--- src/rtl/cpu_run_ctrl.sv ---
// rtl/cpu_run_ctrl.sv - run controller sequencing host load, cpu reset, bounded run, halt and readback
//
// Purpose:
//   Sits directly above the pipelined RISC-V cpu and is the only driver of its
//   enable, its reset and both external memory ports. The host loads and reads
//   memory through one valid/ready access channel while the cpu is stopped, and
//   starts/stops runs through start/stop.
//
// Optional feature macro:
//   CPU_RUN_CYCLE_LIMIT_EN - when defined, RUN also ends after cycle_limit
//   enabled cycles (0 = unlimited). When undefined cycle_limit is ignored.
//
// Ports:
//   clk, arst              clock, asynchronous active-high reset
//   start                  run request, taken in IDLE or DONE
//   stop                   halt request, taken in RUN
//   cycle_limit            enabled-cycle budget, latched when start is taken
//   busy, done             status: busy in RST/RUN, done in DONE
//   cycles                 saturating count of enabled cycles of current/last run
//   acc_valid, acc_ready   host access handshake
//   acc_write, acc_sel     1 = write / 0 = read; 0 = imem / 1 = dmem
//   acc_addr, acc_wdata    access address and write data (imem uses [31:0])
//   rsp_valid, rsp_data    one-cycle read response, imem zero-extended
//   cpu_arst_n, cpu_enable cpu reset (active-low) and clock enable
//   *_ext                  instruction memory port, 32-bit data
//   *_ext_2                data memory port, 64-bit data

module cpu_run_ctrl #(
   parameter int CYC_W = 32
) (
   input  logic             clk,
   input  logic             arst,
   input  logic             start,
   input  logic             stop,
   input  logic [CYC_W-1:0] cycle_limit,
   output logic             busy,
   output logic             done,
   output logic [CYC_W-1:0] cycles,
   input  logic             acc_valid,
   output logic             acc_ready,
   input  logic             acc_write,
   input  logic             acc_sel,
   input  logic [63:0]      acc_addr,
   input  logic [63:0]      acc_wdata,
   output logic             rsp_valid,
   output logic [63:0]      rsp_data,
   output logic             cpu_arst_n,
   output logic             cpu_enable,
   output logic [63:0]      addr_ext,
   output logic             wen_ext,
   output logic             ren_ext,
   output logic [31:0]      wdata_ext,
   input  logic [31:0]      rdata_ext,
   output logic [63:0]      addr_ext_2,
   output logic             wen_ext_2,
   output logic             ren_ext_2,
   output logic [63:0]      wdata_ext_2,
   input  logic [63:0]      rdata_ext_2
);

   localparam logic [1:0] ST_IDLE = 2'd0;
   localparam logic [1:0] ST_RST  = 2'd1;
   localparam logic [1:0] ST_RUN  = 2'd2;
   localparam logic [1:0] ST_DONE = 2'd3;

   localparam logic [CYC_W-1:0] CYC_ONE = {{(CYC_W-1){1'b0}}, 1'b1};

   logic [1:0]       state_q;
   logic [1:0]       state_d;
   logic             acc_ready_q;
   logic             rd_issue_q;    // ren cycle of a read in flight
   logic             rd_capture_q;  // memory data valid, captured at the end of this cycle
   logic             rd_sel_q;      // port of the read in flight
   logic             host_state;
   logic             start_take;
   logic             acc_fire;
   logic             wr_fire;
   logic             rd_fire;
   logic             host_state_d;
   logic             acc_ready_d;
   logic             limit_hit;
   logic [CYC_W-1:0] cycles_nx;

   assign host_state = (state_q == ST_IDLE) || (state_q == ST_DONE);
   assign start_take = start & host_state;

   // acc_ready is registered except for the start gate: a start presented in
   // the same cycle as an access must win, so the access is never accepted.
   assign acc_ready = acc_ready_q & ~start;
   assign acc_fire  = acc_valid & acc_ready;
   assign wr_fire   = acc_fire & acc_write;
   assign rd_fire   = acc_fire & ~acc_write;

   assign cycles_nx = (&cycles) ? cycles : cycles + CYC_ONE;

`ifdef CPU_RUN_CYCLE_LIMIT_EN
   logic [CYC_W-1:0] limit_q;

   // Hit on the enabled cycle that brings the count to the limit, so exactly
   // limit enabled cycles run.
   assign limit_hit = (limit_q != '0) && (cycles_nx == limit_q);

   always_ff @(posedge clk or posedge arst) begin
      if (arst) begin
         limit_q <= '0;
      end else if (start_take) begin
         limit_q <= cycle_limit;
      end
   end
`else
   logic unused_cycle_limit;

   assign unused_cycle_limit = ^cycle_limit;
   assign limit_hit          = 1'b0;
`endif

   always_comb begin
      state_d = state_q;
      case (state_q)
         ST_IDLE: if (start) state_d = ST_RST;
         ST_RST:  state_d = ST_RUN;
         ST_RUN:  if (stop || limit_hit) state_d = ST_DONE;
         ST_DONE: if (start) state_d = ST_RST;
         default: state_d = ST_IDLE;
      endcase
   end

   // Ready for the next cycle: host-accessible state and no read will be in
   // flight (a read occupies its ren cycle and its data cycle).
   assign host_state_d = (state_d == ST_IDLE) || (state_d == ST_DONE);
   assign acc_ready_d  = host_state_d & ~rd_fire & ~rd_issue_q;

   always_ff @(posedge clk or posedge arst) begin
      if (arst) begin
         state_q     <= ST_IDLE;
         acc_ready_q <= 1'b0;
         busy        <= 1'b0;
         done        <= 1'b0;
         cpu_enable  <= 1'b0;
         cpu_arst_n  <= 1'b0;
         cycles      <= '0;
      end else begin
         state_q     <= state_d;
         acc_ready_q <= acc_ready_d;
         busy        <= (state_d == ST_RST) || (state_d == ST_RUN);
         done        <= (state_d == ST_DONE);
         cpu_enable  <= (state_d == ST_RUN);
         // cpu stays out of reset in DONE so its state can be inspected.
         cpu_arst_n  <= (state_d == ST_RUN) || (state_d == ST_DONE);
         if (start_take) begin
            cycles <= '0;
         end else if (state_q == ST_RUN) begin
            cycles <= cycles_nx;
         end
      end
   end

   // Memory beats: every strobe, address and data lane defaults to zero, so
   // the unselected port and idle cycles always present zeros.
   always_ff @(posedge clk or posedge arst) begin
      if (arst) begin
         wen_ext     <= 1'b0;
         ren_ext     <= 1'b0;
         addr_ext    <= '0;
         wdata_ext   <= '0;
         wen_ext_2   <= 1'b0;
         ren_ext_2   <= 1'b0;
         addr_ext_2  <= '0;
         wdata_ext_2 <= '0;
      end else begin
         wen_ext     <= wr_fire & ~acc_sel;
         ren_ext     <= rd_fire & ~acc_sel;
         addr_ext    <= (acc_fire & ~acc_sel) ? acc_addr : '0;
         wdata_ext   <= (wr_fire & ~acc_sel) ? acc_wdata[31:0] : '0;
         wen_ext_2   <= wr_fire & acc_sel;
         ren_ext_2   <= rd_fire & acc_sel;
         addr_ext_2  <= (acc_fire & acc_sel) ? acc_addr : '0;
         wdata_ext_2 <= (wr_fire & acc_sel) ? acc_wdata : '0;
      end
   end

   // Read pipeline: handshake -> ren cycle -> data cycle -> rsp_valid.
   // Reset clears the pipeline, so an in-flight read never responds.
   always_ff @(posedge clk or posedge arst) begin
      if (arst) begin
         rd_issue_q   <= 1'b0;
         rd_capture_q <= 1'b0;
         rd_sel_q     <= 1'b0;
         rsp_valid    <= 1'b0;
         rsp_data     <= '0;
      end else begin
         rd_issue_q   <= rd_fire;
         rd_capture_q <= rd_issue_q;
         if (rd_fire) begin
            rd_sel_q <= acc_sel;
         end
         rsp_valid <= rd_capture_q;
         if (rd_capture_q) begin
            rsp_data <= rd_sel_q ? rdata_ext_2 : {32'd0, rdata_ext};
         end
      end
   end

endmodule

--- config.mk ---
export PLATFORM = sky130hd
export DESIGN_NAME = cpu_run_ctrl
export DESIGN_NICKNAME = d
export VERILOG_FILES = /design/src/rtl/cpu_run_ctrl.sv
export SDC_FILE = /design/constraint.sdc
export NUM_CORES = 1
export LEC_CHECK = 0
export CAP_MARGIN = 30
export CORE_AREA = 3 3 232 234
export DETAILED_ROUTE_END_ITERATION = 8
export DIE_AREA = 0 0 235 237
export HOLD_SLACK_MARGIN = 0.08
export PLACE_DENSITY = 0.62
export SLEW_MARGIN = 15
export SYNTH_ARGS = -nofsm -noshare
export SYNTH_HDL_FRONTEND = slang
export SYNTH_SLANG_ARGS = --single-unit
--- constraint.sdc ---
create_clock -name clk -period 19.8 [get_ports clk]
set_input_delay 2.97 -clock clk [delete_from_list [all_inputs] [get_ports clk]]
set_output_delay 2.97 -clock clk [all_outputs]
set_load 0.03 [all_outputs]
; Yosys cells after proc, flatten, opt, wreduce, memory -nomap -nowiden
; Index checks and enable logic that the tools add are counted.
[word_totals]
inputBits = 263
regBits = 335
out_inout_bits = 330
[op_classes]
n_addsub = 1
reduce_logical = 10
muxes = 11
bitwise = 18
n_eq_ne = 7
[op_table]
columns = operator, count
row1 = 64-bit 2-to-1 mux, 4
row2 = 32-bit 2-to-1 mux, 4
row3 = 32-bit by 1-bit adder with 32-bit output (second input constant), 1
row4 = 32-bit AND reduction, 1
row5 = 1-bit AND, 13
row6 = 2-bit == test (second input constant), 4
row7 = 2-bit case mux with 3 select lines, 1
row8 = 1-bit inverter, 5
row9 = 2-bit by 1-bit == test with 1-bit output (second input constant), 2
row10 = 2-bit logical NOT, 2
row11 = 1-bit logical OR, 4
row12 = 2-bit 2-to-1 mux, 2
row13 = 2-bit != test (second input constant), 1
row14 = 2-bit AND reduction, 1
row15 = 2-bit nonzero test, 1
row16 = 2-bit OR reduction, 1

; Logic depth before layout (Yosys ltp)
[logic_depth]
word_depth = 7
mapped_depth = 9
ltp_nobuf = 7

; Worst setup path after synthesis
; OpenSTA, ideal clock, no wires.
[synth_path]
path_type = input to output
startpoint = input start
endpoint = output acc_ready
path_slack_ps = 13377
t_arrival_ps = 3453
t_required_ps = 16830
cell_stages = 1
n_path_buf = 0
cell_sequence = nor2b_1
[synth_via]
elab_chain_cells = 2
[synth_lines]
columns = element, line_no
row1 = from (decl), 33  ; input logic start,
row2 = 1-bit inverter, 89  ; assign acc_ready = acc_ready_q & ~start;
row3 = 1-bit AND, 89
row4 = to (decl), 40  ; output logic acc_ready,
; No other way between the ends.

; Worst setup path in the final report
; Ends and elaborated chain as after synthesis.

==> results.json <==
{
  "detail_route.wl_per_cell_um": 17.97,
  "cts_resized": 0,
  "ys_warn_count": 0,
  "synth_fp_nets": 1271,
  "final-setup-viol-count": 0,
  "critPathMaxFanout": 5,
  "drt_iter0_drc": 386,
  "drv_cap": 0,
  "hold_class": "reg2reg",
  "cpMostUsedCell": "clkdlybuf4s50_1",
  "worst_slack_ps": 12190,
  "final_cell_mix": "clkdlybuf4s50_1 (559), dfrtp_1 (333), and2_1 (131)",
  "synth_ff_type": "dfrtp_1",
  "clock_latency_ps": 540,
  "power.leakage_uw": 0.009127,
  "vias": 9640,
  "ys_ff_latch": 335,
  "portBuffers": 560,
  "hold_violations": 0,
  "slowest_delay_ps": 780,
  "finalCriticalPeriod_ps": 7606,
  "cts_sinks": 335,
  "place.gp.congestion": 0.8042,
  "total_power_uw": 2213,
  "postLayoutCellArea_mm2": 0.02000,
  "num_io_pins": 593,
  "grt_max_degree": 144,
  "synth_cell_types": 43,
  "postLayoutCoreUtil_pct": 38.28,
  "fin_nets": 1820,
  "cts_buffers": 39,
  "power_density_mw_per_mm2": 110.7,
  "drt-pass1-iter-count": 4,
  "ys_seq_area_share_pct": 68.54,
  "cts_setup_buffers": 0,
  "synth_area_per_cell_um2": 12.19,
  "rows": 84,
  "dp_slack_ps": 12070,
  "cp-end-kind": "primary output",
  "area_delta_synth_final_pct": 63.50,
  "fin_crit_sh_pct": 38.41,
  "post_dp_cell_area_mm2": 0.01855,
  "synth_edf_count": 0,
  "dpl.hpwl_um": 29500,
  "drive_gt1_share_pct": 5.689,
  "drc_errors": 0,
  "worst-setup-path-type": "in2out",
  "die_w_um": 235,
  "setup_tns_ps": 0,
  "max_clock_freq_mhz": 131.5,
  "path_delay_family": "buffers and inverters",
  "final_common_cell": "clkdlybuf4s50_1",
  "dieArea_mm2": 0.05570,
  "ir_drop_uv": 66.31,
  "antenna_found_initial": 9,
  "cts-root-buf": "clkbuf_16",
  "status": "finished, final reports clean",
  "start_kind": "primary input",
  "cts_max_level": 2,
  "gr-total-overflow": 0,
  "hold_buffers": 0,
  "syn_inst": 1003,
  "worstPathArrival_ps": 4640,
  "grt_pass1_wl_um": 62100,
  "rsz0062_at_grt": "no",
  "slew_headroom_pct": 39.94,
  "worstMarginPinSlew_ps": 900.9,
  "synth_area_mm2": 0.01223,
  "initial_utilization_pct": 23.41,
  "crit_required_ps": 16830,
  "clk_pin_slew_worst_paths_ps": 60,
  "core_mm2": 0.05224,
  "cts_tree": "done",
  "drt_wl_total_um": 40800,
  "critical-path-slowest-cell": "clkdlybuf4s50_1",
  "ant_nets": 0,
  "worst-path-buf-inv": 2,
  "async_reset_ff_share_pct": 100.0,
  "worstPathCellList": "clkdlybuf4s50_1 -> nor2b_1 -> clkdlybuf4s50_1",
  "grt_pass1_vias": 10185,
  "drv_slew": 0,
  "grt_use_total_pct": 14.22,
  "clockBufferDepth": 3,
  "num_antenna_cells": 0,
  "avgViaCountPerCell": 4.247,
  "die_h_um": 237,
  "fin_skew_ps": 10.67
}
-- metrics by stage --
stage	hold slack, ps	std cells
finish	377.2	2270
detailed placement	361.0	2196
floorplan	354.8	1003
global route	393.5	2270
global placement	361.6	2195
CTS	380.0	2267
-- report_power, final --
group | internal, µW | total, µW | leakage, µW | switching (µW)
clock network | 475 | 762 | 0.000677 | 287
registers | 774 | 822 | 0.00450 | 47.6
logic | 257 | 629 | 0.00395 | 372
total | 1510 | 2210 | 0.00913 | 707
-- cell usage after synthesis, types with 3 or more instances --
| cell type | number | area share [%] |
|---|---|---|
| dfrtp_1 | 335 | 69 |
| o21ai_0 | 48 | 2.0 |
| nand4_1 | 6 | 0.31 |
| buf_1 | 3 | 0.092 |
| nand3_1 | 47 | 1.9 |
| and3_1 | 103 | 5.3 |
| ha_1 | 5 | 0.51 |
| nor3_1 | 6 | 0.25 |
| nand2_1 | 20 | 0.61 |
| or4_1 | 8 | 0.49 |
| mux2i_1 | 33 | 2.7 |
| inv_1 | 40 | 1.2 |
| nor2_1 | 50 | 1.5 |
| a31oi_1 | 4 | 0.20 |
| and4_1 | 4 | 0.29 |
| or2_2 | 3 | 0.15 |
| or3_1 | 10 | 0.51 |
| clkbuf_1 | 58 | 1.8 |
| nor4_1 | 3 | 0.15 |
| a21oi_1 | 52 | 2.1 |
| and2_1 | 131 | 6.7 |
| o31ai_1 | 7 | 0.43 |
-- worst register-to-register path: stages (launching register included) --
cell	delay (ps)
dfrtp_1	450
and4_1	280
or4b_1	640
o41ai_4	810
o21ai_0	200
a21oi_1	160
-- area by class of cell --
type / count / area, µm²
Timing Repair Buffer: 573 / 5761
Clock buffer: 58 / 1169
Inverter: 40 / 157.7
Sequential cell: 335 / 8388
Fill cell: 5087 / 32240
Tap cell: 688 / 860.8
Clock inverter: 13 / 215.2
Multi-Input combinational cell: 563 / 3446
-- state kept, by name, summed over array words and instances, names as in the netlist, 2 cells and up --
name / cells
rsp_data: 64
cycles: 32
wdata_ext_2: 64
state_q: 2
addr_ext: 64
addr_ext_2: 64
wdata_ext: 32
-- cells by family (layout without fill, tap and decap cells) --
| group | count (synthesis) | after routing | share of synthesized area [%] |
|---|---|---|---|
| compound gates | 125 | 125 | 5.995 |
| simple gates | 398 | 398 | 18.72 |
| xor+xnor | 2 | 2 | 0.1432 |
| buf+inv | 105 | 684 | 3.386 |
| mux | 33 | 33 | 2.701 |
| flops | 335 | 335 | 68.54 |
| fa+ha+maj | 5 | 5 | 0.5115 |
-- routing by layer --
metal  up-vias  part of all wire, %  GRT usage (%)
li1       4490                    -              -
met1      4708                   39          16.71
met2       357                   49          23.90
met3        75                  9.1          5.905
met4        10                  2.4          4.044
met5         -                 0.17              0
-- final timing paths --
kind	cells past startpoint	startpoint	endpoint	slack [ps]
max in group asynchronous	3	arst	rd_sel_q	15400
worst max-delay path	3	start	acc_ready	12190
min in group asynchronous	2	arst	rsp_data[41]	2970
worst min-delay path	0	rd_issue_q	rd_capture_q	380
worst max register to register	5	cycles[20]	cycles[3]	17180
worst min register to register	0	rd_issue_q	rd_capture_q	380
(Power assumes the default switching activity.)
